**src/rtl/arbiter_pkg.sv**
```systemverilog
// rtl/arbiter_pkg.sv - shared state encoding and width helpers for the bus arbiter
package arbiter_pkg;

    typedef enum logic [1:0] {
        ARB_IDLE  = 2'd0,
        ARB_GRANT = 2'd1,
        ARB_GAP   = 2'd2
    } arb_state_e;

    localparam int DEF_MAX_HOLD = 16;
    localparam int DEF_GAP      = 1;

    function automatic int clog2(input int value);
        int result;
        result = 0;
        for (int i = 0; i < 31; i++) begin
            if ((1 << i) < value) begin
                result = i + 1;
            end
        end
        return result;
    endfunction

    // Width of a counter that must represent 0..max_count; never narrower than one bit.
    function automatic int counter_width(input int max_count);
        int w;
        w = clog2(max_count + 1);
        return (w < 1) ? 1 : w;
    endfunction

endpackage

```
**src/rtl/decoder.sv**
```systemverilog
// rtl/decoder.sv - binary index to one-hot decoder
module decoder #(
    parameter int P_width = 2
) (
    input  logic [P_width-1:0]      I_index,
    output logic [2**P_width-1:0]   O_onehot
);

    always_comb begin
        O_onehot          = '0;
        O_onehot[I_index] = 1'b1;
    end

endmodule

```
**src/rtl/rr_select.sv**
```systemverilog
// rtl/rr_select.sv - round-robin winner select: rotate, priority-encode, un-rotate
module rr_select #(
    parameter int P_width      = 2,
    parameter int P_requesters = 2**P_width
) (
    input  logic [P_requesters-1:0] I_candidates,
    input  logic [P_width-1:0]      I_last,
    output logic [P_width-1:0]      O_winner,
    output logic                    O_found
);

    logic [P_width-1:0]        start;
    logic [P_width-1:0]        offset;
    logic [2*P_requesters-1:0] doubled;
    logic [P_requesters-1:0]   rotated;

    always_comb begin
        start   = I_last + P_width'(1);
        doubled = {I_candidates, I_candidates} >> start;
        rotated = doubled[P_requesters-1:0];
        offset  = '0;
        O_found = 1'b0;
        // Downward scan so the lowest set bit (closest to start) wins.
        for (int i = P_requesters - 1; i >= 0; i--) begin
            if (rotated[i]) begin
                offset  = P_width'(i);
                O_found = 1'b1;
            end
        end
        O_winner = start + offset;
    end

endmodule

```
**src/rtl/bus_arbiter.sv**
```systemverilog
// rtl/bus_arbiter.sv - round-robin bus arbiter with urgency, max-hold rotation and turnaround gap
module bus_arbiter
    import arbiter_pkg::*;
#(
    parameter int P_width      = 2,
    parameter int P_requesters = 2**P_width,
    parameter int P_max_hold   = DEF_MAX_HOLD,
    parameter int P_gap        = DEF_GAP
) (
    input  logic                    I_clock,
    input  logic                    I_reset_n,
    input  logic [P_requesters-1:0] I_request,
    input  logic [P_requesters-1:0] I_urgent,
    input  logic                    I_done,
    output logic [P_requesters-1:0] O_grant,
    output logic [P_width-1:0]      O_grant_index,
    output logic                    O_grant_valid,
    output logic                    O_busy
);

    localparam int HOLD_W    = counter_width(P_max_hold);
    localparam int GAP_W     = counter_width(P_gap);
    localparam int HOLD_LAST = (P_max_hold > 0) ? P_max_hold - 1 : 0;
    localparam int GAP_LAST  = (P_gap > 0) ? P_gap - 1 : 0;

    arb_state_e              state_q, state_d;
    logic [P_width-1:0]      owner_q, owner_d;
    logic [P_width-1:0]      last_q, last_d;
    logic [HOLD_W-1:0]       hold_q, hold_d;
    logic [GAP_W-1:0]        gap_q, gap_d;
    logic [P_requesters-1:0] grant_q, grant_d;
    logic                    valid_q, valid_d;
    logic                    busy_q, busy_d;

    logic [P_requesters-1:0] urgent_req;
    logic [P_requesters-1:0] candidates;
    logic [P_width-1:0]      last_sel;
    logic [P_width-1:0]      win_idx;
    logic                    win_found;
    logic [P_requesters-1:0] next_onehot;
    logic                    release_grant;

    assign urgent_req = I_request & I_urgent;
    assign candidates = (|urgent_req) ? urgent_req : I_request;
    // When leaving GRANT the outgoing owner becomes the rotation origin in the same cycle.
    assign last_sel   = (state_q == ARB_GRANT) ? owner_q : last_q;

    rr_select #(
        .P_width      (P_width),
        .P_requesters (P_requesters)
    ) u_rr_select (
        .I_candidates (candidates),
        .I_last       (last_sel),
        .O_winner     (win_idx),
        .O_found      (win_found)
    );

    decoder #(
        .P_width (P_width)
    ) u_decoder (
        .I_index  (owner_d),
        .O_onehot (next_onehot)
    );

    always_comb begin
        state_d       = state_q;
        owner_d       = owner_q;
        last_d        = last_q;
        hold_d        = hold_q;
        gap_d         = gap_q;
        release_grant = 1'b0;
        case (state_q)
            ARB_IDLE: begin
                if (win_found) begin
                    state_d = ARB_GRANT;
                    owner_d = win_idx;
                    hold_d  = '0;
                end
            end
            ARB_GRANT: begin
                if (hold_q != '1) begin
                    hold_d = hold_q + HOLD_W'(1);
                end
                release_grant = I_done || !I_request[owner_q] ||
                                ((P_max_hold != 0) && (hold_q >= HOLD_W'(HOLD_LAST)) &&
                                 (|(I_request & ~grant_q)));
                if (release_grant) begin
                    last_d = owner_q;
                    hold_d = '0;
                    if (P_gap > 0) begin
                        state_d = ARB_GAP;
                        gap_d   = '0;
                    end else if (win_found) begin
                        owner_d = win_idx;
                    end else begin
                        state_d = ARB_IDLE;
                    end
                end
            end
            ARB_GAP: begin
                if (gap_q == GAP_W'(GAP_LAST)) begin
                    if (win_found) begin
                        state_d = ARB_GRANT;
                        owner_d = win_idx;
                    end else begin
                        state_d = ARB_IDLE;
                    end
                end else begin
                    gap_d = gap_q + GAP_W'(1);
                end
            end
            default: state_d = ARB_IDLE;
        endcase
        grant_d = (state_d == ARB_GRANT) ? next_onehot : '0;
        valid_d = (state_d == ARB_GRANT);
        busy_d  = (state_d != ARB_IDLE);
    end

    always_ff @(posedge I_clock or negedge I_reset_n) begin
        if (!I_reset_n) begin
            state_q <= ARB_IDLE;
            owner_q <= '0;
            last_q  <= '1;
            hold_q  <= '0;
            gap_q   <= '0;
            grant_q <= '0;
            valid_q <= 1'b0;
            busy_q  <= 1'b0;
        end else begin
            state_q <= state_d;
            owner_q <= owner_d;
            last_q  <= last_d;
            hold_q  <= hold_d;
            gap_q   <= gap_d;
            grant_q <= grant_d;
            valid_q <= valid_d;
            busy_q  <= busy_d;
        end
    end

    assign O_grant       = grant_q;
    assign O_grant_index = owner_q;
    assign O_grant_valid = valid_q;
    assign O_busy        = busy_q;

endmodule

```
**config.mk**
```make
export PLATFORM = sky130hd
export DESIGN_NAME = bus_arbiter
export DESIGN_NICKNAME = d
export VERILOG_FILES = /design/src/rtl/arbiter_pkg.sv /design/src/rtl/decoder.sv /design/src/rtl/rr_select.sv /design/src/rtl/bus_arbiter.sv
export SDC_FILE = /design/constraint.sdc
export NUM_CORES = 1
export LEC_CHECK = 0
export ABC_AREA = 1
export BUFFER_PORTS_ARGS = -buffer_cell sky130_fd_sc_hd__clkbuf_2
export CORE_MARGIN = 4
export CORE_UTILIZATION = 59
export DETAILED_ROUTE_END_ITERATION = 6
export PLACE_DENSITY = 0.81
export SYNTH_ARGS = -nofsm -noshare
export SYNTH_HDL_FRONTEND = slang
export SYNTH_SLANG_ARGS = --single-unit
```
**constraint.sdc**
```tcl
create_clock -name I_clock -period 4.2 [get_ports I_clock]
set_input_delay 0.63 -clock I_clock [delete_from_list [all_inputs] [get_ports I_clock]]
set_output_delay 0.63 -clock I_clock [all_outputs]
set_load 0.05 [all_outputs]
```
==> flow_summary.ini <==
[floorplan]
die_w_um = 52.9
die_h_um = 52.9
core_area_um2 = 1820
start_util = 0.652
die_area_um2 = 2790
ios = 19
rows = 15

[synthesis]
yosysTopAreaCellShare = 0.316
synth_nets = 179
syn_area_um2 = 1190
synth_top_flop_cell = dfrtp_1
ys_seq_area_frac = 0.360
ys_ff_latch = 17
ys_types = 24
synthCells = 164
synth_top_cells_by_area = dfrtp_1 32%, nand2_1 17%, nand3_1 8.4%
synth_warnings = 0
async_reset_ff_frac = 1.00
synth_edf_count = 0
syn_area_per_cell_um2 = 7.24
synth_area_leader_cell = dfrtp_1

[timing]
tightest_slew_ns = 0.416
slew_violations = 0
timing.slew.headroom = 0.723
finalCritPeriodShare = 0.567
hold_violations = 0
setup-tns-final_ns = 0
skew_ns = 0.00330
setup_viol = 0
fin_crit_ns = 2.38
grt_setup_unrepaired = false
fmax_mhz = 420

[critical_path]
crit_fanout = 4
required_ns = 4.38
end_kind = register
path_class = in2reg
worstSetupStartpointType = input pin
cp.arrival_ns = 2.56

[global_routing]
grt_pass1_wl_um = 4560
grt_overflow = 0
grt_max_degree = 18
grt.total_usage = 0.221
antenna_found_initial = 0
grt_pass1_vias = 1077

[place]
dpl-instance-area_um2 = 1300
port_buffers = 18
dpl.hpwl_um = 2050
gp_congestion = 0.825

[cells_and_area]
fillCellCount = 174
final_area_um2 = 1330
area_delta_synth_final_pct = 12.0
most-common-layout-cells = 53 x nand2_1, 20 x nand3_1, 18 x clkbuf_2
final_nets = 201
antennaDiodeCount = 0
layout-drive-gt1-share = 0.265
final_common_cell = nand2_1

[flow_run]
max-cap-violations = 0

[clock_network]
cts-root-buf = clkbuf_4
clk_pin_slew_ns = 0.09
clock_sinks = 17
cts_made_buffers = 3
clock_latency_ns = 0.29
clockBufferDepth = 2
cts_setup_buffers = 0
cts_tree = built
htree_num_levels = 1
cts_resized = 0
cts_hold_buffers = 0

[route]
drc = 0
drt_iter0_drc = 36
vias = 1095
vias_per_cell = 5.21
final_antenna_net_count = 0
wire_per_inst_um = 12.1
drt_first_pass_iters = 4
totalWireLength_um = 2550

[worst_hold_path]
min_path_type = in2async

[run_status]
status = completed
## registers in the layout, summed over array words and instances, names as in the netlist
register,flops
hold_q,5
O_grant,4
O_grant_index,2
last_q,2
state_q,2
O_busy,1
O_grant_valid,1
## cells by family (layout without fill, tap and decap cells)
logic type,count (synthesis),in the layout,synth area share
AO/OA/AOI/OAI,18,18,0.0927
XOR/XNOR,1,1,0.00738
adder cells (fa/ha/maj),4,4,0.0422
buffers and inverters,17,38,0.0548
flip-flops,17,17,0.360
AND/OR/NAND/NOR,107,107,0.443
## final timing paths
kind	start	end	slack, ns	cells past startpoint
max	I_request[0]	O_grant[0]	1.82	19
min	I_reset_n	hold_q[1]	0.25	1
max reg2reg	state_q[1]	O_grant[0]	1.84	17
min reg2reg	hold_q[3]	hold_q[3]	0.50	2
max in group asynchronous	I_reset_n	last_q[0]	3.63	1
min in group I_clock	hold_q[3]	hold_q[3]	0.50	2
## stage by stage
stage / hold slack (ns) / utilization / worst slack, ns / std cells
3_3_place_gp: 0.472 / 0.716 / 1.61 / 206
2_1_floorplan: 0.334 / - / 1.84 / 164
4_1_cts: 0.257 / 0.731 / 1.83 / 210
6_report: 0.251 / 0.731 / 1.82 / 210
5_1_grt: 0.271 / 0.731 / 1.53 / 210
3_5_place_dp: 0.482 / 0.716 / 1.54 / 206
## area by class of cell
cell class	instances	area, um2	share of cell area
Clock buffer	4	26.3	0.0198
Inverter	16	60.1	0.0452
Multi-Input combinational cell	130	694	0.522
Sequential cell	17	428	0.322
Tap cell	25	31.3	0.0235
Timing Repair Buffer	18	90.1	0.0677
## Yosys cell counts, types with 3 or more instances
cell type	n
nand2_4	5
or2_2	3
nor2_1	10
o21ai_1	3
nand2_2	8
a21oi_1	3
nor2_2	4
dfrtp_1	15
nand3_1	20
nand2_1	53
ha_1	4
o21ai_0	7
inv_1	14
## metal layers
metal,up-vias,GRT usage,share of wire
met5,-,0,0
met4,0,0.0638,0.011
met3,5,0.0338,0.035
met2,26,0.374,0.48
met1,488,0.291,0.48
li1,576,-,-
## worst max-delay path: stages
cell      delay (ns)
clkbuf_2        0.12
nand2_1         0.12
nand2_1         0.09
nor2_2          0.20
nand2_1         0.10
nand3_1         0.09
nand2_1         0.08
nand2_1         0.06
nand2_1         0.06
a21oi_1         0.12
nor2_1          0.06
ha_1            0.17
inv_1           0.06
xor2_1          0.18
nand3_1         0.09
nand2_1         0.09
nor2_1          0.05
nor2_2          0.14
nor2_1          0.06
Power is not shown: default switching activity piles up to over one toggle a cycle in this logic, so the estimate is an artifact.
